===== src/rtl/mod3_serial_reducer_if.sv =====
// Purpose: handshake bundle for mod3_serial_reducer (operand in, residue out).
// Latency: n/a (wiring only).
// Backpressure: in_ready gates the operand side, out_ready gates the result side.
//
// Signals:
//   in_valid  - operand offered by upstream
//   in_ready  - reducer can accept an operand
//   in_data   - IN_W-bit unsigned operand
//   out_valid - residue available
//   out_ready - downstream takes the residue
//   out_res   - residue code: 00 = 0, 01 = 1, 11 = 2 (i.e. -1); 10 is never driven
//   busy      - reducer is consuming digits
//
// master: the side that offers operands and takes results.
// slave : the reducer itself.
interface mod3_serial_reducer_if #(
  parameter int IN_W = 16
);
  logic            in_valid;
  logic            in_ready;
  logic [IN_W-1:0] in_data;
  logic            out_valid;
  logic            out_ready;
  logic [1:0]      out_res;
  logic            busy;

  modport master (
    output in_valid,
    output in_data,
    output out_ready,
    input  in_ready,
    input  out_valid,
    input  out_res,
    input  busy
  );

  modport slave (
    input  in_valid,
    input  in_data,
    input  out_ready,
    output in_ready,
    output out_valid,
    output out_res,
    output busy
  );
endinterface


===== src/rtl/mod3_serial_reducer.sv =====
// Purpose: serial residue-mod-3 reducer, STEP operand bits folded per clock using 4 == 1 (mod 3).
// Latency: accept edge A, result valid just after edge A+NSTEP (NSTEP = IN_W/STEP); one operand per NSTEP+2 cycles.
// Backpressure: in_ready only in IDLE; result is held stable in DONE until out_ready, no operand overlap.
//
// Ports:
//   clk - rising-edge clock
//   rst - asynchronous, active-high reset
//   io  - mod3_serial_reducer_if.slave (in_valid/in_ready/in_data, out_valid/out_ready/out_res, busy)
//
// Parameters:
//   IN_W - operand width, a multiple of STEP
//   STEP - bits consumed per clock, even, 2 <= STEP <= IN_W
module mod3_serial_reducer #(
  parameter int IN_W = 16,
  parameter int STEP = 2
) (
  input logic                  clk,
  input logic                  rst,
  mod3_serial_reducer_if.slave io
);

  localparam int NSTEP = IN_W / STEP;
  localparam int NDIG  = STEP / 2;
  localparam int CNT_W = $clog2(NSTEP + 1);

  typedef enum logic [1:0] {
    S_IDLE = 2'd0,
    S_RUN  = 2'd1,
    S_DONE = 2'd2
  } state_t;

  state_t            r_state;
  state_t            w_state_nxt;

  logic [IN_W-1:0]   r_shift;
  logic [1:0]        r_acc;     // binary residue 0..2
  logic [CNT_W-1:0]  r_cnt;     // processing cycles still to go

  logic              w_accept;
  logic              w_consume;
  logic              w_last;
  logic [1:0]        w_acc_nxt;

  logic              w_in_ready;
  logic              w_out_valid;
  logic [1:0]        w_out_res;
  logic              w_busy;

  // (a + d) mod 3 for a in 0..2 and a base-4 digit d in 0..3. The sum is at
  // most 5, so a single conditional subtract brings it back into 0..2.
  function automatic logic [1:0] add_mod3(input logic [1:0] a, input logic [1:0] d);
    logic [2:0] s;
    s = {1'b0, a} + {1'b0, d};
    if (s >= 3'd3) begin
      s = s - 3'd3;
    end
    return s[1:0];
  endfunction

  assign w_accept  = (r_state == S_IDLE) && io.in_valid;
  assign w_consume = (r_state == S_DONE) && io.out_ready;
  assign w_last    = (r_cnt == CNT_W'(1));

  // Each 2-bit slice of the chunk is a base-4 digit; since 4 == 1 (mod 3)
  // every digit contributes its own value, so the residue is just the
  // running digit sum reduced mod 3. Folding one digit at a time keeps every
  // intermediate inside 0..2.
  always_comb begin
    w_acc_nxt = r_acc;
    for (int d = 0; d < NDIG; d++) begin
      w_acc_nxt = add_mod3(w_acc_nxt, r_shift[2*d +: 2]);
    end
  end

  // State register
  always_ff @(posedge clk or posedge rst) begin
    if (rst) begin
      r_state <= S_IDLE;
    end else begin
      r_state <= w_state_nxt;
    end
  end

  // Next-state logic. DONE always returns to IDLE, never straight to RUN, so
  // an operand offered on the consume edge waits one more edge.
  always_comb begin
    w_state_nxt = r_state;
    case (r_state)
      S_IDLE: begin
        if (w_accept) begin
          w_state_nxt = S_RUN;
        end
      end
      S_RUN: begin
        if (w_last) begin
          w_state_nxt = S_DONE;
        end
      end
      S_DONE: begin
        if (w_consume) begin
          w_state_nxt = S_IDLE;
        end
      end
      default: begin
        w_state_nxt = S_IDLE;
      end
    endcase
  end

  // Output logic, all Moore so the result is stable for the whole DONE state.
  always_comb begin
    w_in_ready  = 1'b0;
    w_out_valid = 1'b0;
    w_out_res   = 2'b00;
    w_busy      = 1'b0;
    case (r_state)
      S_IDLE: begin
        w_in_ready = 1'b1;
      end
      S_RUN: begin
        w_busy = 1'b1;
      end
      S_DONE: begin
        w_out_valid = 1'b1;
        // Binary residue to ternary coefficient code; 2 is sent as -1.
        case (r_acc)
          2'd1:    w_out_res = 2'b01;
          2'd2:    w_out_res = 2'b11;
          default: w_out_res = 2'b00;
        endcase
      end
      default: begin
        w_in_ready = 1'b0;
      end
    endcase
  end

  // Datapath: operand capture at accept, then one STEP-bit chunk per RUN
  // cycle. There is no early exit for zero operands; the count always runs
  // the full NSTEP cycles.
  always_ff @(posedge clk or posedge rst) begin
    if (rst) begin
      r_shift <= '0;
      r_acc   <= 2'b00;
      r_cnt   <= '0;
    end else if (w_accept) begin
      r_shift <= io.in_data;
      r_acc   <= 2'b00;
      r_cnt   <= CNT_W'(NSTEP);
    end else if (r_state == S_RUN) begin
      r_acc   <= w_acc_nxt;
      r_shift <= r_shift >> STEP;
      r_cnt   <= r_cnt - CNT_W'(1);
    end
  end

  assign io.in_ready  = w_in_ready;
  assign io.out_valid = w_out_valid;
  assign io.out_res   = w_out_res;
  assign io.busy      = w_busy;

endmodule


===== src/flat_wrapper.sv =====
// flat-port wrapper written by rule: the top's interface ports become plain ports
module mod3_serial_reducer_flat 
#(
  parameter int IN_W = 16,
  parameter int STEP = 2
)
  (clk, rst, io_in_valid, io_in_data, io_out_ready, io_in_ready, io_out_valid, io_out_res, io_busy);
  mod3_serial_reducer_if #(.IN_W(IN_W)) io_i ();
  input logic clk;
  input logic rst;
  input wire logic [$bits(io_i.in_valid)-1:0] io_in_valid;
  input wire logic [$bits(io_i.in_data)-1:0] io_in_data;
  input wire logic [$bits(io_i.out_ready)-1:0] io_out_ready;
  output wire logic [$bits(io_i.in_ready)-1:0] io_in_ready;
  output wire logic [$bits(io_i.out_valid)-1:0] io_out_valid;
  output wire logic [$bits(io_i.out_res)-1:0] io_out_res;
  output wire logic [$bits(io_i.busy)-1:0] io_busy;
  assign io_i.in_valid = io_in_valid;
  assign io_i.in_data = io_in_data;
  assign io_i.out_ready = io_out_ready;
  assign io_in_ready = io_i.in_ready;
  assign io_out_valid = io_i.out_valid;
  assign io_out_res = io_i.out_res;
  assign io_busy = io_i.busy;
  mod3_serial_reducer #(.IN_W(IN_W), .STEP(STEP)) u_core (.clk(clk), .rst(rst), .io(io_i));
endmodule

===== config.mk =====
export PLATFORM = sky130hd
export DESIGN_NAME = mod3_serial_reducer_flat
export DESIGN_NICKNAME = d
export VERILOG_FILES = /design/src/rtl/mod3_serial_reducer_if.sv /design/src/rtl/mod3_serial_reducer.sv /design/src/flat_wrapper.sv
export SDC_FILE = /design/constraint.sdc
export NUM_CORES = 1
export LEC_CHECK = 0
export ABC_AREA = 1
export CAP_MARGIN = 40
export CELL_PAD_IN_SITES_DETAIL_PLACEMENT = 0
export CELL_PAD_IN_SITES_GLOBAL_PLACEMENT = 1
export CORE_MARGIN = 3
export CORE_UTILIZATION = 38
export CTS_BUF_LIST = sky130_fd_sc_hd__clkbuf_4
export DETAILED_ROUTE_END_ITERATION = 16
export PLACE_DENSITY_LB_ADDON = 0.1
export RECOVER_POWER = 50
export SYNTH_ARGS = -nofsm -noshare
export SYNTH_HDL_FRONTEND = slang
export SYNTH_SLANG_ARGS = --single-unit

===== constraint.sdc =====
create_clock -name clk -period 1.95 [get_ports clk]
set_input_delay 0.195 -clock clk [delete_from_list [all_inputs] [get_ports clk]]
set_output_delay 0.195 -clock clk [all_outputs]
set_load 0.02 [all_outputs]

==> results of run 1 <==
## synthesized netlist by cell type
| cell type | instances |
|---|---|
| nand2_1 | 54 |
| dfrtp_1 | 24 |
| inv_1 | 19 |
| nand3_1 | 18 |
| nor2_1 | 6 |
| o21ai_0 | 6 |
| ha_1 | 5 |
| buf_4 | 3 |
| inv_2 | 3 |
| nand4_1 | 2 |
| nor2_4 | 2 |
| o211ai_1 | 2 |
| fa_1 | 1 |
| nand3b_1 | 1 |
| o21ai_2 | 1 |
| o22ai_1 | 1 |
| xnor2_1 | 1 |
## metrics by stage
step	utilization [%]	setup WS, ps	total power, mW	std cells
2_1_floorplan	-	354	1.63	149
3_3_place_gp	52.0	309	1.89	215
3_5_place_dp	52.0	229	1.93	215
4_1_cts	52.8	11.0	2.16	219
5_1_grt	52.6	1.33	2.35	219
6_report	52.6	84.4	2.11	219
## what timing repair did
action	in CTS	in global routing
hold endpoints to repair	0	0
hold buffers	0	0
gates resized for setup	1	1
endpoints found under the setup margin	1	1
## cell type report
class	instances	area, sq um
Inverter	22	82.6
Tap cell	42	52.6
Sequential cell	24	602
Multi-Input combinational cell	100	509
Clock inverter	1	3.75
Fill cell	301	1370
Clock buffer	3	22.5
Timing Repair Buffer	27	254
## power by group
group / internal (mW) / total [mW] / switching, mW
Clock: 0.0746 / 0.219 / 0.144
Combinational: 0.426 / 1.05 / 0.625
Sequential: 0.712 / 0.841 / 0.129
Total: 1.21 / 2.11 / 0.899
## placed cells by master (no fill, tap or decap), types with 3 or more instances in the layout
| master | Yosys | layout |
|---|---|---|
| nand2_1 | 54 | 54 |
| dfrtp_1 | 24 | 23 |
| clkdlybuf4s50_1 | 0 | 22 |
| inv_1 | 19 | 19 |
| nand3_1 | 18 | 18 |
| o21ai_0 | 6 | 6 |
| nor2_1 | 6 | 6 |
| ha_1 | 5 | 5 |
| inv_2 | 3 | 3 |
| clkbuf_4 | 0 | 3 |
## path summary, 6_finish.rpt
| path | cells after the start | slack, ps | to | from |
|---|---|---|---|---|
| max in group asynchronous | 3 | 350 | u_core.r_state[1] | rst |
| hold reg to reg | 2 | 510 | u_core.r_shift[10] | u_core.r_shift[12] |
| setup / recovery | 5 | 80 | io_out_res[1] | u_core.r_state[1] |
| hold / removal | 3 | 430 | u_core.r_shift[10] | io_in_data[10] |
| setup reg to reg | 10 | 180 | u_core.r_acc[0] | u_core.r_shift[0] |
| min in group asynchronous | 3 | 740 | u_core.r_acc[1] | rst |
## critical path, stage by stage (launching register included)
cell,delay [ps]
dfrtp_2,440
inv_2,60
nor2_1,120
inv_1,70
nor2_1,80
clkdlybuf4s50_1,600
## cell families (layout without fill, tap and decap cells)
kind of cell / Yosys count / count (layout) / share of synthesized area (%)
XOR/XNOR: 1 / 1 / 0.721
adder cells (fa/ha/maj): 6 / 6 / 6.80
AND/OR/NAND/NOR: 83 / 83 / 29.5
AO/OA/AOI/OAI: 10 / 10 / 4.94
flip-flops: 24 / 24 / 49.4
buffers and inverters: 25 / 53 / 8.65
## routing by layer
layer	global-route usage [%]	wire length, microns	up-vias	share of wire, %
met3	1.98	76	2	3.1
met4	4.13	17	0	0.70
met5	0	0	-	0
li1	-	-	523	-
met2	23.0	1220	15	50
met1	17.6	1110	482	46
## registers in the layout, summed over array words and instances, names as in the netlist
register and count:
u_core.r_shift 16, u_core.r_cnt 4, u_core.r_acc 2, u_core.r_state 2
==> flow_summary.json, run 1 <==
{
  "outcome": "complete, no violations",
  "cts_root_buf": "clkbuf_4",
  "path_clk_slew_ps": 130,
  "finalSetupViolations": 0,
  "fin_worst_skew_ps": 8.48,
  "irDropWorstVdd_v": 0.000572,
  "wire_per_inst_microns": 11.1,
  "hold_viol": 0,
  "synth_top_area_cell": "dfrtp_1",
  "start_kind": "flop",
  "holdWs_ps": 429,
  "nets": 204,
  "synth_warnings": 0,
  "io_buffers": 24,
  "cp.required_ps": 1750,
  "ioPinCount": 25,
  "place_hpwl_microns": 1830,
  "drive_gt1_share_pct": 6.21,
  "grt_pass1_vias": 962,
  "area_growth_pct": 25.6,
  "synth_top_area_share_pct": 49.4,
  "drtIter0Drc": 44,
  "ys_ff_latch": 24,
  "antenna_found_initial": 0,
  "n_antenna_cell": 0,
  "fin_area_sq_um": 1530,
  "syn_area_per_cell_sq_um": 8.15,
  "tightest_slew_ps": 1310,
  "wl_microns": 2420,
  "clock_sinks": 24,
  "synth_seq_area_share_pct": 49.4,
  "fp.dieW_microns": 62.5,
  "via_per_inst": 4.67,
  "die_area_sq_um": 3910,
  "syn_nets": 175,
  "ant_nets": 0,
  "fin_setup_tns_ps": 0,
  "num_vias": 1022,
  "cts_tree": "built",
  "grt_first_pass_wirelength_microns": 4310,
  "finalCritPeriodShare_pct": 95.7,
  "std_cell_rows": 19,
  "power.density_nw_per_um2": 1380,
  "grt_usage_pct": 13.5,
  "critPathKind": "reg2out",
  "grt_remaining_overflow": 0,
  "fmax_ghz": 0.536,
  "dpl_cell_area_sq_um": 1510,
  "synthTopCellsByArea": "dfrtp_1, nand2_1, nand3_1",
  "drc": 0,
  "netlist_area_sq_um": 1210,
  "end_kind": "output pin",
  "numCtsBuffers": 3,
  "period_minus_slack_ps": 1870,
  "htree_levels": 1,
  "drt_pass1_iterations": 4,
  "maxCapViolations": 0,
  "hp-class": "in2reg",
  "synthDistinctLibCells": 17,
  "clockBufferDepth": 2,
  "cts_setup_buffers": 0,
  "grt_max_degree": 25,
  "core_area_sq_um": 2900,
  "place.gp.congestion": 0.746,
  "p_leak_nw": 0.731,
  "slew_violations": 0,
  "netlist_instances": 149,
  "start_util_pct": 41.9,
  "crit_fanout": 4,
  "slew-limit-headroom_pct": 12.5,
  "rsz0062_at_grt": "no",
  "clk_latency_ps": 310,
  "die_h_microns": 62.5,
  "arrival_ps": 1670
}
(Power assumes the default switching activity.)
==> inputs of run 2 (changes only) <==
--- a/config.mk
+++ b/config.mk
@@ -7,11 +7,12 @@
 export LEC_CHECK = 0
 export ABC_AREA = 1
 export CAP_MARGIN = 40
-export CELL_PAD_IN_SITES_DETAIL_PLACEMENT = 0
+export CELL_PAD_IN_SITES_DETAIL_PLACEMENT = 1
 export CELL_PAD_IN_SITES_GLOBAL_PLACEMENT = 1
 export CORE_MARGIN = 3
 export CORE_UTILIZATION = 38
 export CTS_BUF_LIST = sky130_fd_sc_hd__clkbuf_4
+export CTS_CLUSTER_DIAMETER = 100
 export DETAILED_ROUTE_END_ITERATION = 16
 export PLACE_DENSITY_LB_ADDON = 0.1
 export RECOVER_POWER = 50
==> run 2 against run 1 <==
Sequential cell count unchanged. Routed wire length up 20%. Final area up 0.41%. Cell count unchanged. Critical path type unchanged. Largest power group unchanged.
==> flow_summary.json, run 2 (same netlist as run 1, synthesis figures left out) <==
{
  "std_cell_rows": 19,
  "drtIter0Drc": 29,
  "place_hpwl_microns": 2260,
  "drt_pass1_iterations": 5,
  "top_register": "u_core.r_shift",
  "die_area_sq_um": 3910,
  "fin_setup_tns_ps": 0,
  "grt_remaining_overflow": 0,
  "clockBufferDepth": 2,
  "fin_worst_skew_ps": 5.57,
  "slew-limit-headroom_pct": 11.6,
  "via_per_inst": 4.85,
  "power.density_nw_per_um2": 1430,
  "core_area_sq_um": 2900,
  "clock_sinks": 24,
  "n_antenna_cell": 0,
  "layout_common_cells": "nand2_1, dfrtp_1, clkdlybuf4s50_1",
  "nets": 204,
  "holdPathEnd": "u_core.r_shift[5]",
  "cts_setup_buffers": 0,
  "hold_viol": 0,
  "finalCoreUtilization_pct": 52.8,
  "place.gp.congestion": 0.746,
  "die_h_microns": 62.5,
  "worstHoldPathCells": 3,
  "cp.required_ps": 1750,
  "grt_usage_pct": 16.0,
  "grt_max_degree": 25,
  "clk_latency_ps": 310,
  "wl_microns": 2900,
  "start_kind": "flop",
  "slowest_stage": "clkdlybuf4s50_1",
  "drive_gt1_share_pct": 6.21,
  "rsz0062_at_grt": "no",
  "cp_cell_sequence": "nor2_1 -> clkdlybuf4s50_1",
  "final_common_cell": "nand2_1",
  "end_kind": "output pin",
  "hold_start": "io_in_data[5]",
  "finalSetupViolations": 0,
  "hp-class": "in2reg",
  "ctsHoldBuffers": 0,
  "ant_nets": 0,
  "crit_fanout": 4,
  "max_stage_delay_ps": 630,
  "path_clk_slew_ps": 130,
  "finalCritPeriodShare_pct": 91.7,
  "irDropWorstVdd_v": 0.000580,
  "htree_levels": 1,
  "crit_buf_inv": 1,
  "grt_first_pass_wirelength_microns": 4980,
  "outcome": "complete, no violations",
  "r2r_end": "u_core.r_acc[0]",
  "path_delay_family": "buffers and inverters",
  "timing.rr.start": "u_core.r_acc[0]",
  "grt_pass1_vias": 1089,
  "tightest_slew_ps": 1330,
  "cts_tree": "built",
  "maxCapViolations": 0,
  "largest_reg_flops": 16,
  "start_util_pct": 41.9,
  "slew_violations": 0,
  "period_minus_slack_ps": 1790,
  "p_leak_nw": 0.755,
  "numCtsBuffers": 3,
  "io_buffers": 24,
  "critPathKind": "reg2out",
  "cts_root_buf": "clkbuf_4",
  "fmax_ghz": 0.559,
  "arrival_ps": 1590,
  "antenna_found_initial": 0,
  "num_vias": 1063,
  "rrSetupSlack_ps": 200,
  "area_growth_pct": 26.2,
  "drc": 0,
  "reg2reg_depth": 10,
  "wire_per_inst_microns": 13.2,
  "reg.largest.list": "u_core.r_shift (16), u_core.r_cnt (4)",
  "fp.dieW_microns": 62.5,
  "ioPinCount": 25,
  "totalPowerFinal_mw": 2.20
}
run 2: cell count changes in the layout (fill, tap and decap cells not counted):
cell | before | now
clkdlybuf4s50_1 | 22 | 21
inv_1 | 19 | 20
dlymetal6s2s_1 | 0 | 1
clkbuf_1 | 2 | 1
buf_4 | 1 | 2
inv_2 | 3 | 2
run 2: what timing repair did:
| action | 4_1_cts | 5_1_grt |
|---|---|---|
| resized for setup | 2 | 1 |
| endpoints found under the setup margin | 2 | 1 |
| hold endpoints to repair | 0 | 0 |
run 2: worst reg2reg max path: stages (launching register included):
cell     delay (ps)
dfrtp_1         410
ha_1            190
inv_1            60
fa_1            430
inv_1            80
ha_1            140
inv_1            50
nand3_1          90
nand2_1          60
nand3_1          60
o21ai_0          80
run 2: worst max path at each step:
stage                      start                end  slack (ps)  depth (start not counted)
3_5_place_dp   u_core.r_shift[0]    u_core.r_acc[0]         200                          9
4_1_cts        u_core.r_state[1]      io_out_res[1]          40                          5
2_1_floorplan    u_core.r_acc[0]    u_core.r_acc[0]         350                         10
6_report       u_core.r_state[0]        io_in_ready         160                          2
5_1_grt                      rst  u_core.r_state[1]          50                          3
3_3_place_gp     u_core.r_acc[0]    u_core.r_acc[0]         310                         10
run 2: stage by stage:
stage | hold slack [ps] | instances | worst slack, ps | area, sq um
floorplan | 210 | 149 | 354 | 1210
global placement | 476 | 215 | 309 | 1510
detailed placement | 488 | 215 | 203 | 1510
CTS | 218 | 219 | 38.6 | 1530
global route | 422 | 219 | 46.1 | 1530
finish | 434 | 219 | 162 | 1530
run 2: cell type report:
class | count | area (sq um)
clock buffer | 3 | 22.5
clock inverter | 1 | 3.75
inverter | 22 | 82.6
multi-input combinational | 100 | 509
fill | 370 | 1370
sequential | 24 | 602
timing repair buffer | 27 | 260
tap | 42 | 52.6
run 2: routing by layer:
layer  share of wire (%)  GRT usage [%]  vias up
li1                    -              -      520
met1                  42           18.6      526
met4                0.55           4.96        0
met5                   0              0        -
met2                  54           29.4       15
met3                 3.3           2.88        2
run 2: where the power goes:
part / switching [mW] / internal (mW) / total (mW)
clock network: 0.142 / 0.0748 / 0.217
registers: 0.141 / 0.712 / 0.853
logic: 0.682 / 0.447 / 1.13
